**src/rtl/regfile_write_scheduler_pkg.sv**
```systemverilog
// Shared types and constants for the register-bank write scheduler.
// The bank's write enable is active-low, hence the named enable/disable levels.
package regfile_write_scheduler_pkg;

    typedef logic [4:0] reg_idx_t;

    localparam reg_idx_t REG_X0       = 5'd0;
    localparam logic     RF_WRITE_EN  = 1'b0;
    localparam logic     RF_WRITE_DIS = 1'b1;

endpackage

```
**src/rtl/regfile_write_scheduler_scoreboard.sv**
```systemverilog
// Tracks registers waiting on a memory return, counts in-flight long destinations,
// and raises the decode stall on RAW/WAW hazards or a full outstanding window.
module reg_scoreboard
    import regfile_write_scheduler_pkg::*;
#(
    parameter int MAX_OUTSTANDING = 4,
    parameter int CNT_W           = 3
) (
    input  logic             clock,
    input  logic             reset,
    input  logic             issue_valid,
    input  logic [4:0]       issue_rs1,
    input  logic [4:0]       issue_rs2,
    input  logic [4:0]       issue_rd,
    input  logic             issue_long,
    input  logic             commit_valid,
    input  logic [4:0]       commit_rd,
    output logic             issue_stall,
    output logic [31:0]      busy_mask,
    output logic [CNT_W-1:0] outstanding
);

    logic [31:1]      busy;
    logic [31:0]      busy_upd;
    logic [CNT_W-1:0] count;
    logic [CNT_W-1:0] count_next;
    logic             at_limit;
    logic             hazard;
    logic             accept_long;

    assign busy_mask   = {busy, 1'b0};
    assign outstanding = count;

    assign at_limit    = (count == CNT_W'(MAX_OUTSTANDING));
    assign hazard      = busy_mask[issue_rs1] | busy_mask[issue_rs2] | busy_mask[issue_rd]
                       | (issue_long & at_limit);
    assign issue_stall = reset | (issue_valid & hazard);
    assign accept_long = issue_valid & ~issue_stall & issue_long & (issue_rd != REG_X0);

    // Clear before set: a stale return to a register being re-issued leaves it busy.
    always_comb begin
        busy_upd = busy_mask;
        if (commit_valid)
            busy_upd[commit_rd] = 1'b0;
        if (accept_long)
            busy_upd[issue_rd] = 1'b1;
    end

    // Saturating decrement absorbs returns that were in flight across a reset.
    always_comb begin
        count_next = count;
        if (commit_valid && !accept_long) begin
            if (count != '0)
                count_next = count - 1'b1;
        end else if (accept_long && !commit_valid) begin
            count_next = count + 1'b1;
        end
    end

    always_ff @(posedge clock or posedge reset) begin
        if (reset) begin
            busy  <= '0;
            count <= '0;
        end else begin
            busy  <= busy_upd[31:1];
            count <= count_next;
        end
    end

endmodule

```
**src/rtl/regfile_write_scheduler.sv**
```systemverilog
// Single write-port arbiter for the integer register bank: ALU results win,
// memory returns that lose are parked in a one-entry buffer.
module regfile_write_scheduler
    import regfile_write_scheduler_pkg::*;
#(
    parameter int MAX_OUTSTANDING = 4,
    parameter int CNT_W           = 3
) (
    input  logic             clock,
    input  logic             reset,
    input  logic             issue_valid,
    input  logic [4:0]       issue_rs1,
    input  logic [4:0]       issue_rs2,
    input  logic [4:0]       issue_rd,
    input  logic             issue_long,
    output logic             issue_stall,
    input  logic             alu_wb_valid,
    input  logic [4:0]       alu_wb_rd,
    input  logic [31:0]      alu_wb_data,
    input  logic             mem_wb_valid,
    input  logic [4:0]       mem_wb_rd,
    input  logic [31:0]      mem_wb_data,
    output logic             mem_wb_ready,
    output logic [4:0]       rf_rd,
    output logic [31:0]      rf_writeData,
    output logic             rf_regWrite,
    output logic [31:0]      busy_mask,
    output logic [CNT_W-1:0] outstanding
);

    logic        buf_valid;
    reg_idx_t    buf_rd;
    logic [31:0] buf_data;

    logic        alu_sel;
    logic        buf_sel;
    logic        mem_sel;
    logic        mem_accept;
    logic        capture;
    logic        commit_valid;
    reg_idx_t    commit_rd;

    assign mem_wb_ready = ~reset & ~buf_valid;
    assign mem_accept   = mem_wb_valid & mem_wb_ready;

    always_comb begin
        alu_sel = 1'b0;
        buf_sel = 1'b0;
        mem_sel = 1'b0;
        if (alu_wb_valid && alu_wb_rd != REG_X0)
            alu_sel = 1'b1;
        else if (buf_valid)
            buf_sel = 1'b1;
        else if (mem_accept && mem_wb_rd != REG_X0)
            mem_sel = 1'b1;
    end

    assign capture      = alu_sel & mem_accept & (mem_wb_rd != REG_X0);
    assign commit_valid = ~reset & (buf_sel | mem_sel);
    assign commit_rd    = buf_sel ? buf_rd : mem_wb_rd;

    // x0 never reaches the bank: its default decode would alias onto x31.
    always_comb begin
        rf_regWrite  = RF_WRITE_DIS;
        rf_rd        = REG_X0;
        rf_writeData = '0;
        if (!reset) begin
            if (alu_sel) begin
                rf_regWrite  = RF_WRITE_EN;
                rf_rd        = alu_wb_rd;
                rf_writeData = alu_wb_data;
            end else if (buf_sel) begin
                rf_regWrite  = RF_WRITE_EN;
                rf_rd        = buf_rd;
                rf_writeData = buf_data;
            end else if (mem_sel) begin
                rf_regWrite  = RF_WRITE_EN;
                rf_rd        = mem_wb_rd;
                rf_writeData = mem_wb_data;
            end
        end
    end

    always_ff @(posedge clock or posedge reset) begin
        if (reset) begin
            buf_valid <= 1'b0;
            buf_rd    <= REG_X0;
            buf_data  <= '0;
        end else if (capture) begin
            buf_valid <= 1'b1;
            buf_rd    <= mem_wb_rd;
            buf_data  <= mem_wb_data;
        end else if (buf_sel) begin
            buf_valid <= 1'b0;
        end
    end

    reg_scoreboard #(
        .MAX_OUTSTANDING(MAX_OUTSTANDING),
        .CNT_W          (CNT_W)
    ) u_scoreboard (
        .clock       (clock),
        .reset       (reset),
        .issue_valid (issue_valid),
        .issue_rs1   (issue_rs1),
        .issue_rs2   (issue_rs2),
        .issue_rd    (issue_rd),
        .issue_long  (issue_long),
        .commit_valid(commit_valid),
        .commit_rd   (commit_rd),
        .issue_stall (issue_stall),
        .busy_mask   (busy_mask),
        .outstanding (outstanding)
    );

endmodule

```
**config.mk**
```make
export PLATFORM = sky130hd
export DESIGN_NAME = regfile_write_scheduler
export DESIGN_NICKNAME = d
export VERILOG_FILES = /design/src/rtl/regfile_write_scheduler_pkg.sv /design/src/rtl/regfile_write_scheduler_scoreboard.sv /design/src/rtl/regfile_write_scheduler.sv
export SDC_FILE = /design/constraint.sdc
export NUM_CORES = 1
export LEC_CHECK = 0
export ABC_CLOCK_PERIOD_IN_PS = 5500
export CORE_ASPECT_RATIO = 1.5
export CORE_MARGIN = 10
export CORE_UTILIZATION = 46
export DETAILED_ROUTE_END_ITERATION = 16
export GPL_ROUTABILITY_DRIVEN = 1
export GPL_TIMING_DRIVEN = 0
export PLACE_DENSITY = 0.85
export RECOVER_POWER = 50
export SLEW_MARGIN = 20
export SYNTH_ARGS = -nofsm -noshare
export SYNTH_HDL_FRONTEND = slang
export SYNTH_SLANG_ARGS = --single-unit
```
**constraint.sdc**
```tcl
create_clock -name clock -period 5.5 [get_ports clock]
set_clock_uncertainty 0.2 [all_clocks]
set_input_delay 1.1 -clock clock [delete_from_list [all_inputs] [get_ports clock]]
set_output_delay 1.1 -clock clock [all_outputs]
set_load 0.05 [all_outputs]
```
## Yosys cells after proc, flatten, opt, wreduce, memory -nomap -nowiden

Cells that the tools add are included.
Widths: inputs -> output; s select.

- Add/subtract/negate cells: 2
- $mul: 0
- Divide/modulo/power cells: 0
- Order comparisons: 6
- Equal/unequal tests: 2
- Shifts and indexed selects: 0
- Mux-type cells: 36
- Bitwise gates (word level): 21
- Reduce and logical (&&, ||, !) cells: 15

Operator list:

| operator | number |
|---|---|
| $mux 32 | 6 |
| $and 32x32->32 | 1 |
| $not 32->32 | 1 |
| $or 32x32->32 | 1 |
| $mux 5 | 5 |
| $lt 5x6->1 const B | 4 |
| $mux 1 | 17 |
| $bmux 1 s5 | 3 |
| $reduce_bool 5->1 | 3 |
| $and 1x1->1 | 10 |
| $demux 1 s5 | 2 |
| $ge 5x1->1 const B | 2 |
| $mux 3 | 3 |
| $logic_and 1x1->1 | 6 |
| $or 1x1->1 | 5 |
| $reduce_bool 2->1 | 2 |
| $add 3x1->3 const B | 1 |
| $eq 3x3->1 const B | 1 |
| $not 1->1 | 3 |
| $reduce_bool 3->1 | 1 |
| $sub 3x1->3 const B | 1 |
| $logic_not 1->1 | 2 |
| $ne 2x2->1 const B | 1 |
| $reduce_and 2->1 | 1 |

- Flip-flop bits (word level): 72
- Bits in latches: 0
- Memory bits (writable): 0
- Bits in read-only memories: 0
- Input bits: 95
- Output and inout bits: 75
- Word-level logic and storage cells: 87
- Memories kept: 0

## Longest topological paths before layout

- Word-level depth: 15
- Mapped depth: 13
- Depth with buffers taken out: 12

## Cells and area by module

From an unflattened synthesis, not the netlist that was laid out.

- Cells, all modules: 483
- Area, all modules: 4865.9 um^2

By module, submodules not included:

| module | times used | cells each | area an instance (um^2) |
|---|---|---|---|
| reg_scoreboard | 1 | 251 | 2526.2 |
| regfile_write_scheduler | 1 | 232 | 2339.7 |

## Least setup slack after synthesis

OpenSTA, ideal clock, no wires.

- Path type: input port to output port
- Start point: input reset
- End point: output rf_rd[3]
- Arrival: 5.250 ns
- Data required time: 4.200 ns
- Slack: -1.050 ns
- Stages: 4
- Buffers on the path: 1
- Cell sequence: clkbuf_1 > inv_1 > nand2_1 > a211oi_1

- Word-level cells in the longest chain between the ends: 11

Ends and longest elaborated chain:

| what | RTL line | text |
|---|---|---|
| from (decl) | regfile_write_scheduler.sv:10 | `input logic reset,` |
| $not 1->1 | regfile_write_scheduler.sv:43 | `assign mem_wb_ready = ~reset & ~buf_valid;` |
| $and 1x1->1 | regfile_write_scheduler.sv:43 |  |
| $and 1x1->1 | regfile_write_scheduler.sv:44 | `assign mem_accept = mem_wb_valid & mem_wb_ready;` |
| $logic_and 1x1->1 | regfile_write_scheduler.sv:54 | `else if (mem_accept && mem_wb_rd != REG_X0)` |
| $mux 1 | regfile_write_scheduler.sv:54 |  |
| $mux 1 | regfile_write_scheduler.sv:52 | `else if (buf_valid)` |
| $mux 1 | regfile_write_scheduler.sv:50 | `if (alu_wb_valid && alu_wb_rd != REG_X0)` |
| $mux 5 | regfile_write_scheduler.sv:76 | `end else if (mem_sel) begin` |
| $mux 5 | regfile_write_scheduler.sv:72 | `end else if (buf_sel) begin` |
| $mux 5 | regfile_write_scheduler.sv:68 | `if (alu_sel) begin` |
| $mux 5 * | regfile_write_scheduler.sv:67 | `if (!reset) begin` |
| to (decl) | regfile_write_scheduler.sv:24 | `output logic [4:0] rf_rd,` |

Mark *: on every way between the ends. The rest lies on a longest branch, timed or not.

## Worst setup path in the final report

- Start point: input alu_wb_rd[3]
- End point: output rf_rd[0]

- Word-level cells in the longest chain between the ends: 7

Ends and longest elaborated chain:

| what | RTL line | text |
|---|---|---|
| from (decl) | regfile_write_scheduler.sv:18 | `input logic [4:0] alu_wb_rd,` |
| $reduce_bool 5->1 * | regfile_write_scheduler.sv:50 |  |
| $logic_and 1x1->1 * | regfile_write_scheduler.sv:50 |  |
| $mux 1 | regfile_write_scheduler.sv:50 |  |
| $mux 5 | regfile_write_scheduler.sv:76 |  |
| $mux 5 | regfile_write_scheduler.sv:72 |  |
| $mux 5 * | regfile_write_scheduler.sv:68 |  |
| $mux 5 * | regfile_write_scheduler.sv:67 |  |

Marks and branches as above.

==> impl_metrics.toml <==
[drt]
first_iter_violations = 314
ant_nets = 0
drc_errors = 0
via_per_inst = 6.26
dr.pass1.iters = 5
wl_met1_um = 6630
dr_wl_met3_um = 1870
wl_per_cell_um = 22.5
routed-via-count = 5160
drt-total-wl_um = 18500
top_layer_used = "met4"
met2RoutedLength_um = 9360

[sta]
min_period_over_period_pct = 97.6
final_max_slew_viol_count = 0
max-slew-margin-rel_pct = 43.7
rsz0062_at_grt = "true"
period_minus_slack_ps = 5370
hold_ws_ps = 290
fin_ws_ps = 134
tightestPinTransition_ps = 839
max_freq_ghz = 0.186
finalSetupViolations = 0
hold_violations = 0

[logic_synthesis]
synthSimpleGateAreaFrac_pct = 14.5
synth-edff-count = 0
syn_nets = 597
seq_area_frac_synth_pct = 36.4
synth_top_area_share_pct = 36.4
synth_seq_cells = 72
synthFlopType = "dfrtp_1"
netlist_instances = 501
synthMuxAreaShare_pct = 19.7
synth.area.top_cells = "dfrtp_1, mux2_1, mux4_2"
avgSynthCellArea_um2 = 9.88
synthAdderAreaFrac_pct = 0.253
ys_warn_count = 0
synth.distinct_cells = 53
yosysTopAreaCell = "dfrtp_1"
synth_top_family_by_area = "compound AO/OA/AOI/OAI gates"
yosys.area_share.xor_xnor_pct = 0.354
synth_compound_area_share_pct = 24.3
synthArstFlopShare_pct = 100
synth_area_um2 = 4950

[worst_setup_path]
crit_type = "in -> out"
crit_required_ps = 4200
path_max_fanout = 10
arrival_ps = 4070
crit_path_start_kind = "primary input"
end_kind = "output port"

[power]
leakage_nw = 2.91
ir_drop_v = 0.000244
power.total_w = 0.00203
p_per_area_nw_per_um2 = 288

[global_routing]
grt_max_degree = 37
grtUsageTotal_pct = 23.5
antenna_found_initial = 1
grt_remaining_overflow = 0
grt_pass1_wl_um = 29500
grt_pass1_vias = 5612

[place]
place_hpwl_um = 14800
post-place-ws_ps = -677
gp_congestion = 0.907
port_buffers = 162

[floorplanning]
dieArea_um2 = 15400
initial_core_util_pct = 47.0
fp.dieW_um = 105
rows = 46
coreArea_um2 = 10500
die-height_um = 147
io_pins = 170

[cts]
cts_root_buf = "clkbuf_16"
clock_latency_ps = 330
cts_tree = "built"
max-clock-path-buffers = 2
hold_buffers = 0
cts_buffers = 9
clkTransAtPathRegs_ps = 50
htreeDepth = 3
clock-sinks = 72

[finish]
drive_gt1_share_pct = 10.8
area_delta_synth_final_pct = 42.6
fillCellCount = 846
finalNetCount = 773

[run]
maxCapViolations = 0

[hold_path]
hold_class = "reg -> reg"

[outcome]
outcome = "finished, final reports clean"
==> power by group <==
group	leakage (nW)	total [W]	internal [W]	switching, W
Combinational	1.86	0.000736	0.000291	0.000445
Sequential	0.915	0.000726	0.000628	0.0000975
Clock	0.135	0.000567	0.000356	0.000211
Total	2.91	0.00203	0.00128	0.000753
==> registers in the layout, summed over array words and instances, names as in the netlist <==
name,cells
buf_data,32
buf_rd,5
buf_valid,1
u_scoreboard.busy,31
u_scoreboard.outstanding,3
==> critical path, cell delays in order <==
cell	delay, ps
clkdlybuf4s50_1	460
or4_1	530
o21ai_1	190
clkbuf_2	250
clkbuf_1	420
a22oi_1	140
nor2_1	150
clkdlybuf4s50_1	830
==> layout by cell type (no fill, tap or decap), types with 6 or more instances in the layout <==
cell type	Yosys	layout
clkbuf_2	0	12
mux2i_1	14	13
clkbuf_1	30	29
dlygate4sd3_1	0	36
nand4b_1	6	6
a211oi_1	38	38
nor2b_1	11	11
nand2b_1	10	10
dlygate4sd2_1	0	12
nand2_1	19	19
mux2_1	42	42
nor2_1	49	49
clkdlybuf4s15_2	0	10
nor3_1	6	6
dfrtp_1	72	72
a22oi_1	35	35
mux4_2	15	15
nand3_1	10	10
o31ai_1	25	25
clkbuf_16	0	9
o21ai_1	37	37
clkdlybuf4s50_1	0	89
==> through the flow <==
stage | instance area [um2] | TNS [ps] | std cells | util [%]
after floorplan | 4950 | 0 | 501 | -
after global placement | 6750 | -14350 | 807 | 64.1
after detailed placement | 6790 | -13070 | 809 | 64.5
after CTS | 7070 | 0 | 823 | 67.1
after global routing | 7050 | -25.6 | 824 | 67.0
final | 7050 | 0 | 824 | 67.0
==> cell type report <==
class / instances / area (um2) / share of cell area [%]
inverters: 5 / 22.5 / 0.319
clock buffers: 12 / 246 / 3.49
plain buffers: 44 / 209 / 2.96
well taps: 144 / 180 / 2.55
repair buffers: 165 / 1630 / 23.1
clock inverters: 1 / 30.0 / 0.426
multi-input cells: 380 / 2930 / 41.5
flip-flops and latches: 72 / 1800 / 25.5
diodes: 1 / 2.50 / 0.0355
==> kinds of logic (layout without fill, tap and decap cells) <==
family,count (synthesis),in the layout
simple gates,136,136
fa+ha+maj,1,1
flops,72,72
mux,73,73
other cells,1,2
buf+inv,49,227
xor+xnor,2,2
compound gates,167,167
==> timing repair <==
action / 4_1_cts / 5_1_grt
setup buffers: 1 / 0
pin swaps: 1 / 0
gates resized for setup: 69 / 35
endpoints found under the setup margin: 38 / 20
==> per-layer routing <==
metal | up-vias | track usage, %
li1 | 2306 | -
met1 | 2510 | 23.9
met2 | 297 | 41.3
met3 | 47 | 9.02
met4 | 0 | 10.8
met5 | - | 0
==> cells in the mapped netlist (2+ instances only) <==
cell      count
dfrtp_1      72
nand3_1      10
mux2_1       42
nand2b_1     10
o21ai_0       5
nand4b_1      6
a31oi_1       2
mux4_2       15
mux2i_1      14
mux2_2        2
o211ai_1      2
o31ai_1      25
a211oi_1     38
a22o_1        3
a21oi_1       3
nor2b_1      11
nand2_1      19
nand3b_1      3
buf_1         7
o41ai_2       5
nand4_1       3
or4_1         3
or3_1         3
a221oi_1      3
nor3b_1       4
buf_2         2
o41ai_1       2
a22oi_1      35
inv_1         5
o21ai_1      37
nor3_1        6
nor2_1       49
xnor2_1       2
buf_6         4
and3_1        2
clkbuf_1     30
==> final timing paths <==
check,start,slack [ps],cells past startpoint,end
worst min register to register,buf_data[7],290,1,buf_data[7]
worst min-delay path,buf_data[7],290,1,buf_data[7]
max in group asynchronous,reset,3250,4,u_scoreboard.busy[16]
worst max-delay path,alu_wb_rd[3],130,8,rf_rd[0]
worst max register to register,u_scoreboard.busy[31],1820,12,u_scoreboard.outstanding[1]
min in group asynchronous,reset,1410,3,buf_data[3]
(Power assumes the default switching activity.)
